[config.mk]
export PLATFORM = sky130hd
export DESIGN_NAME = axis_rate_window_ctrl
export DESIGN_NICKNAME = d
export VERILOG_FILES = /design/src/rtl/axis_rate_pkg.sv /design/src/rtl/axis_beat_counter.sv /design/src/rtl/axis_rate_window_ctrl.sv
export SDC_FILE = /design/constraint.sdc
export NUM_CORES = 1
export LEC_CHECK = 0
export ABC_AREA = 1
export CAP_MARGIN = 5
export CORE_UTILIZATION = 45
export CTS_CLUSTER_SIZE = 10
export DETAILED_ROUTE_END_ITERATION = 7
export GPL_TIMING_DRIVEN = 0
export HOLD_SLACK_MARGIN = 0.03
export SLEW_MARGIN = 20
export SYNTH_ARGS = -nofsm -noshare
export SYNTH_HDL_FRONTEND = slang
export SYNTH_SLANG_ARGS = --single-unit
[constraint.sdc]
create_clock -name clk -period 23.5 [get_ports clk]
set_clock_uncertainty 0.1 [all_clocks]
set_input_delay 3.525 -clock clk [delete_from_list [all_inputs] [get_ports clk]]
set_output_delay 3.525 -clock clk [all_outputs]
set_load 0.01 [all_outputs]
[src/rtl/axis_rate_pkg.sv]
// Shared types and width helpers for the AXI-Stream rate window controller.
package axis_rate_pkg;

  typedef enum logic {W_IDLE, W_RUN} win_state_t;
  typedef enum logic {D_IDLE, D_SEND} drn_state_t;

  function automatic int res_width(input int counter_width, input int data_width);
    return counter_width + $clog2(data_width);
  endfunction

  function automatic int idx_width(input int num_ch);
    return (num_ch > 1) ? $clog2(num_ch) : 1;
  endfunction

endpackage

[src/rtl/axis_beat_counter.sv]
// Per-channel saturating beat counter; snap is the count including this cycle's beat.
module axis_beat_counter #(
  parameter int WIDTH = 32
) (
  input  logic             clk,
  input  logic             reset,
  input  logic             clr,
  input  logic             en,
  input  logic             beat,
  output logic [WIDTH-1:0] snap
);

  logic [WIDTH-1:0] count;

  always_comb begin
    snap = count;
    if (beat && (count != '1)) snap = count + WIDTH'(1);
  end

  always_ff @(posedge clk or posedge reset) begin
    if (reset)   count <= '0;
    else if (clr) count <= '0;
    else if (en)  count <= snap;
  end

endmodule

[src/rtl/axis_rate_window_ctrl.sv]
// Multi-channel measurement-window controller: counts handshaken beats per window,
// snapshots all channels together and drains them as bit counts over a valid/ready port.
module axis_rate_window_ctrl
  import axis_rate_pkg::*;
#(
  parameter int NUM_CH        = 4,
  parameter int DATA_WIDTH    = 256,
  parameter int COUNTER_WIDTH = 32,
  parameter int WINDOW_WIDTH  = 32
) (
  input  logic                                          clk,
  input  logic                                          reset,
  input  logic [NUM_CH-1:0]                             mon_valid,
  input  logic [NUM_CH-1:0]                             mon_ready,
  input  logic [WINDOW_WIDTH-1:0]                       cfg_window,
  input  logic                                          cfg_continuous,
  input  logic                                          cfg_start,
  input  logic                                          cfg_stop,
  output logic                                          res_valid,
  input  logic                                          res_ready,
  output logic [idx_width(NUM_CH)-1:0]                  res_ch,
  output logic [res_width(COUNTER_WIDTH,DATA_WIDTH)-1:0] res_bits,
  output logic                                          busy,
  output logic                                          overrun,
  output logic [15:0]                                   window_count
);

  localparam int CHW   = idx_width(NUM_CH);
  localparam int RW    = res_width(COUNTER_WIDTH, DATA_WIDTH);
  localparam int SHIFT = $clog2(DATA_WIDTH);
  localparam logic [CHW-1:0] LAST_CH = CHW'(NUM_CH - 1);

  win_state_t win_state, win_next;
  drn_state_t drn_state, drn_next;

  logic [WINDOW_WIDTH-1:0]  win_cnt, win_load;
  logic [CHW-1:0]           ch_idx;
  logic [COUNTER_WIDTH-1:0] snap_val [NUM_CH];
  logic [COUNTER_WIDTH-1:0] snap_q   [NUM_CH];
  logic beat_en, beat_clr, start_ok, win_end, last_accept, drain_free, take_snap;

  // A zero window length behaves as a one-cycle window.
  assign win_load    = (cfg_window == '0) ? '0 : cfg_window - WINDOW_WIDTH'(1);
  assign start_ok    = (win_state == W_IDLE) && cfg_start && !cfg_stop;
  assign beat_en     = (win_state == W_RUN);
  assign win_end     = beat_en && !cfg_stop && (win_cnt == '0);
  assign beat_clr    = start_ok || win_end || (beat_en && cfg_stop);
  assign last_accept = (drn_state == D_SEND) && res_ready && (ch_idx == LAST_CH);
  // A drain finishing this cycle frees the snapshot store for a same-cycle window end.
  assign drain_free  = (drn_state == D_IDLE) || last_accept;
  assign take_snap   = win_end && drain_free;

  for (genvar g = 0; g < NUM_CH; g++) begin : g_ch
    axis_beat_counter #(.WIDTH(COUNTER_WIDTH)) u_cnt (
      .clk   (clk),
      .reset (reset),
      .clr   (beat_clr),
      .en    (beat_en),
      .beat  (mon_valid[g] & mon_ready[g]),
      .snap  (snap_val[g])
    );
  end

  always_ff @(posedge clk or posedge reset) begin
    if (reset) win_state <= W_IDLE;
    else       win_state <= win_next;
  end

  always_comb begin
    win_next = win_state;
    case (win_state)
      W_IDLE:  if (start_ok) win_next = W_RUN;
      W_RUN:   if (cfg_stop || (win_end && !cfg_continuous)) win_next = W_IDLE;
      default: win_next = W_IDLE;
    endcase
  end

  always_comb begin
    busy = (win_state == W_RUN);
  end

  always_ff @(posedge clk or posedge reset) begin
    if (reset) begin
      win_cnt      <= '0;
      window_count <= '0;
      overrun      <= 1'b0;
    end else begin
      if (start_ok || (win_end && cfg_continuous)) win_cnt <= win_load;
      else if (beat_en && (win_cnt != '0))         win_cnt <= win_cnt - WINDOW_WIDTH'(1);
      if (win_end) window_count <= window_count + 16'd1;
      if (start_ok)                     overrun <= 1'b0;
      else if (win_end && !drain_free)  overrun <= 1'b1;
    end
  end

  always_ff @(posedge clk or posedge reset) begin
    if (reset) drn_state <= D_IDLE;
    else       drn_state <= drn_next;
  end

  always_comb begin
    drn_next = drn_state;
    case (drn_state)
      D_IDLE:  if (take_snap) drn_next = D_SEND;
      D_SEND:  if (last_accept && !take_snap) drn_next = D_IDLE;
      default: drn_next = D_IDLE;
    endcase
  end

  always_comb begin
    res_valid = (drn_state == D_SEND);
    res_ch    = ch_idx;
    res_bits  = RW'(snap_q[ch_idx]) << SHIFT;
  end

  always_ff @(posedge clk or posedge reset) begin
    if (reset) begin
      ch_idx <= '0;
      for (int i = 0; i < NUM_CH; i++) snap_q[i] <= '0;
    end else begin
      if (take_snap) begin
        ch_idx <= '0;
        for (int i = 0; i < NUM_CH; i++) snap_q[i] <= snap_val[i];
      end else if (res_valid && res_ready) begin
        ch_idx <= ch_idx + CHW'(1);
      end
    end
  end

endmodule

==> run summary, run 1 <==
fmax - 0.1414 GHz
Tmin final - 7.074 ns
Final Max Tran Viols - 0
area delta synth->final - 15.88%
Pwr Total - 1.540 mW
worst slew pin tran - 1.125 ns
Util after Layout - 53.16%
unrepaired setup endpoints after global routing - false
CP Class - reg -> out
Worst path slowest cell - clkdlybuf4s50_1
die area - 0.04505 mm^2
Core ar. - 0.04336 mm^2
Crit Path Max Fanout - 10
Cell Rows - 76
first-pass GRT wire length - 109400 um
Hold Path End - snap_q[105]
Total GRT Usage - 31.84%
placed cells - 3719
Hold Slack - 0.3802 ns
Post-CTS Setup Bufs - 0
setup slack, reg-to-reg - 20.70 ns
Hold Path Origin - snap_q[105]
HPWL Detailed - 55300 um
Area contributors post-synth - dfrtp_1 39%, nand2_1 24%, nor2_1 7.2%, nand3_1 5.4%, xor2_1 4.4%
Detailed Route Iter0 Violations - 1665
share of the synthesized area in the top cell type - 38.87%
Filler Cell Count - 4521
fin crit share - 30.10%
pwr dens - 66.79 mW/mm^2
Post-Syn Area - 0.01989 mm^2
R2R Path End - snap_q[113]
Critical Path Source - res_ch[0]
via count - 20250
syn_area_per_cell - 6.574 um^2
top post-synthesis cells by count - 1288 x nand2_1, 381 x nor2_1, 309 x dfrtp_1, 216 x nand3_1, 194 x inv_1
Starting Density - 45.88%
Post-synth EDFFs - 0
final-stage net count - 3232
CP arrival - 3.45 ns
Main synth FF type - dfrtp_1
Leakage - 10.99 nW
n_diodes - 0
post-CTS sizing - 0
max cap viols - 0
drt drc - 0
Slew headroom - 25.00%
layout cells sized above 1 - 6.029%
most frequent CP cell - clkbuf_1
largest net degree at the start of global routing - 102
final setup fails - 0
post-cts hold buffer count - 0
CP Capture Type - output port
final std cell area, no fill - 0.02305 mm^2
worst hold path depth - 2
antenna viol nets, final - 0
Post-synth ARST share - 100.0%
top-count cell post-synth - nand2_1
Crit path buffers/inverters - 5
Top-Level Pins - 107
Wirelength per Cell - 18.65 um
number of I/O port buffers - 98
Clk Latency, worst-skew pair - 0.57 ns
root buffer cell - clkbuf_16
number of buffers created by CTS - 41
area occupied by multi-input gates - 0.01079 mm^2
# clock sinks - 309
GP Congestion - 0.9672
Yosys warning count - 0
area post-placement - 0.02172 mm^2
Place WS - 17.13 ns
reg2reg start - win_cnt[12]
clock-pin transition on the worst setup and hold timing paths - 0.06 ns
TNS Setup - 0 ns
IR drop worst, VDD - 73.68 uV
HP Class - reg -> reg
sequential share of the synthesized area - 38.87%
Reg2Reg Depth - 11
Die H - 212.3 um
clock tree from TritonCTS - yes
drt first pass iters - 6
status - finished clean
Max stage delay on crit path - 0.63 ns
final hold violations - 0
top cell type by total area after synthesis - dfrtp_1
vias per cell - 5.349
non-filler instance count after layout - 3786
total gr overflow - 0
critical-path cell list - clkbuf_1 > inv_1 > clkbuf_1 > clkbuf_1 > nor2_1 > o22ai_1 > clkdlybuf4s50_1
Crit path max-delay family - buffers and inverters
WL final - 70610 um
Yosys cell types - 41
final worst setup slack - 16.43 ns
Req. time, crit path - 19.88 ns
#FFs+latches synth - 309
sequential cell area - 0.007732 mm^2
initial antenna violation count - 0
clk buf depth - 3
cells after synthesis - 3026
htree depth - 2
vias in the first global route - 19200
Die Width - 212.3 um
Worst Setup Start Kind - flop
==> registers in the layout, summed over array words and instances, names as in the netlist <==
name and count:
g_ch.u_cnt.count 128, snap_q 128, win_cnt 32, window_count 16
res_ch 2, busy 1, overrun 1, res_valid 1
==> tightest hold or removal path, delay by kind of cell, from the launching register on <==
family / cells / cell delay [ns]
and+or+nand+nor: 2 / 0.11
DFF: 1 / 0.34
==> area by class of cell <==
class / count / area share, %
plain buffers: 122 / 2.736
clock buffers: 58 / 5.216
clock inverters: 9 / 0.5482
inverters: 204 / 3.365
multi-input cells: 2398 / 46.80
flip-flops and latches: 309 / 33.54
well taps: 585 / 3.175
repair buffers: 101 / 4.614
==> worst max-delay path by stage <==
stage	end	slack [ns]	cells past startpoint
global placement	g_ch[1].u_cnt.count[12]	7.05	2
CTS	res_bits[38]	16.51	7
floorplan	busy	11.33	1
global route	res_bits[29]	16.27	7
detailed placement	res_bits[38]	17.13	7
finish	res_bits[12]	16.43	7
==> cells by family after synthesis <==
| kind of cell | share of synthesized area, % |
|---|---|
| adder cells (fa/ha/maj) | 0.5661 |
| AO/OA/AOI/OAI | 6.284 |
| flip-flops | 38.87 |
| AND/OR/NAND/NOR | 41.18 |
| multiplexers | 0.05660 |
| buffers and inverters | 7.032 |
| XOR/XNOR | 5.988 |
| other | 0.01885 |
==> where the power goes <==
| group | internal, mW | total [mW] | switching [mW] |
|---|---|---|---|
| clock | 0.386 | 0.630 | 0.245 |
| combinational | 0.0927 | 0.271 | 0.179 |
| sequential | 0.577 | 0.638 | 0.0612 |
==> per-layer routing <==
layer  vias to the layer above  global-route usage, %  share of wire (%)
met5                         -                      0                  0
met4                         0                  10.89                3.4
met3                       128                  4.623                5.7
met2                       626                  52.67                 47
met1                      9673                  42.54                 44
li1                       9824                      -                  -
==> layout by cell type (no fill, tap or decap), types with 8 or more instances in the layout <==
master,netlist,final
buf_2,51,51
xor2_1,101,101
nand2_1,1288,1288
clkdlybuf4s50_1,0,98
ha_1,9,9
a21oi_1,22,22
nand3b_1,11,11
nand3_1,216,216
o21ai_2,15,15
nor2_1,381,381
conb_1,1,8
o21ai_1,19,19
o22ai_1,31,31
xnor2_1,35,35
nand4_1,24,24
dfrtp_1,309,309
clkbuf_16,0,43
inv_2,8,8
inv_1,194,193
buf_4,17,17
clkbuf_1,44,52
nor3_1,72,72
o21ai_0,115,115
nand2_2,10,10
o211ai_1,12,12
(Power assumes the default switching activity.)
==> run 2: changes to the inputs <==
==> constraint.sdc (replaced) <==
create_clock -name clk -period 7.4 [get_ports clk]
set_clock_uncertainty 0.1 [all_clocks]
set_input_delay 1.11 -clock clk [delete_from_list [all_inputs] [get_ports clk]]
set_output_delay 1.11 -clock clk [all_outputs]
set_load 0.01 [all_outputs]
==> run summary, run 2 (synthesized netlist as in run 1, its figures left out) <==
IR drop worst, VDD - 239.8 uV
layout cells sized above 1 - 6.236%
Place WS - 3.391 ns
Crit path buffers/inverters - 5
CP Class - reg -> out
worst slew pin tran - 1.016 ns
Total GRT Usage - 31.95%
Die H - 212.3 um
final hold violations - 0
total gr overflow - 0
CP Capture Type - output port
CP arrival - 3.52 ns
GP Congestion - 1.019
area delta synth->final - 16.57%
post-CTS sizing - 0
drt first pass iters - 7
critical-path cell list - clkbuf_1 > inv_1 > clkbuf_1 > clkbuf_1 > o21ai_0 > o21ai_0 > clkdlybuf4s50_1
CP endpoint - res_bits[38]
HPWL Detailed - 55720 um
WL final - 70750 um
HP Class - reg -> reg
# clock sinks - 309
largest registers - g_ch.u_cnt.count: 128 flops, snap_q: 128 flops, win_cnt: 32 flops
number of I/O port buffers - 98
Post-CTS Setup Bufs - 0
Starting Density - 45.88%
most common cell after layout, fill and taps aside - nand2_1
Top-Level Pins - 107
reg2reg start - win_cnt[0]
pwr dens - 213.0 mW/mm^2
worst hold path depth - 2
setup slack, reg-to-reg - 4.68 ns
die area - 0.04505 mm^2
Die Width - 212.3 um
final-stage net count - 3239
post-cts hold buffer count - 0
Filler Cell Count - 4371
clk buf depth - 3
clock tree from TritonCTS - yes
fin crit share - 63.89%
Worst Setup Start Kind - flop
R2R Path End - snap_q[108]
Crit Path Max Fanout - 10
Worst path depth - 7
first-pass GRT wire length - 109500 um
antenna viol nets, final - 0
htree depth - 2
vias in the first global route - 19170
initial antenna violation count - 0
Max stage delay on crit path - 0.56 ns
Reg2Reg Depth - 12
Final Max Tran Viols - 0
largest net degree at the start of global routing - 35
final setup fails - 0
Tmin final - 4.728 ns
Leakage - 11.05 nW
max cap viols - 0
most frequent CP cell - clkbuf_1
via count - 20170
vias per cell - 5.318
Critical Path Source - res_ch[0]
most frequent cells in the layout - 1288 x nand2_1, 381 x nor2_1, 309 x dfrtp_1
Core ar. - 0.04336 mm^2
Req. time, crit path - 6.19 ns
root buffer cell - clkbuf_16
fmax - 0.2115 GHz
Wirelength per Cell - 18.65 um
TNS Setup - 0 ns
drt drc - 0
unrepaired setup endpoints after global routing - false
final worst setup slack - 2.672 ns
Clk Latency, worst-skew pair - 0.58 ns
Slew headroom - 32.28%
number of buffers created by CTS - 41
Worst path slowest cell - clkdlybuf4s50_1
Detailed Route Iter0 Violations - 1662
Cell Rows - 76
status - finished clean
clock-pin transition on the worst setup and hold timing paths - 0.05 ns
Crit path max-delay family - buffers and inverters
## run 2: power breakdown
part | switching (mW) | internal, mW
Combinational | 0.569 | 0.301
Clock | 0.790 | 1.26
Sequential | 0.191 | 1.83
## run 2: metal layers
layer | track usage [%] | part of all wire, % | up-vias
met3 | 5.140 | 6.5 | 133
met1 | 42.28 | 44 | 9550
met2 | 52.58 | 46 | 664
li1 | - | - | 9823
met4 | 11.71 | 3.6 | 0
met5 | 0 | 0 | -
## run 2: worst min-delay path by stage
stage	startpoint	endpoint	slack, ns
2_1_floorplan	snap_q[33]	snap_q[33]	0.34
3_3_place_gp	snap_q[52]	snap_q[52]	0.37
3_5_place_dp	snap_q[30]	snap_q[30]	0.36
4_1_cts	snap_q[61]	snap_q[61]	0.38
5_1_grt	snap_q[103]	snap_q[103]	0.40
6_report	snap_q[61]	snap_q[61]	0.38
## run 2: stage by stage
stage	cell area [um^2]	util [%]	instances	hold slack (ns)	power, mW
2_1_floorplan	19920	-	3033	0.3437	2.619
3_3_place_gp	21640	49.90	3716	0.3650	2.882
3_5_place_dp	21840	50.36	3726	0.3623	2.909
4_1_cts	23190	53.47	3792	0.3834	4.957
5_1_grt	23190	53.47	3792	0.3954	5.166
6_report	23190	53.48	3793	0.3789	4.940
## run 2: worst min-delay path, cell delays in order (launching register included)
cell	delay (ns)
dfrtp_1	0.34
nand2_1	0.05
nand2_1	0.06
## run 2: cell type report
cell class,count,area [um^2],share of cell area (%)
clock inverter,9,151.4,0.6529
sequential,309,7732,33.35
tap,585,732.0,3.157
timing repair buffer,108,1181,5.094
buffer,122,630.6,2.719
antenna,1,2.502,0.01079
clock buffer,57,1199,5.169
inverter,204,772.0,3.329
multi-input combinational,2398,10790,46.52
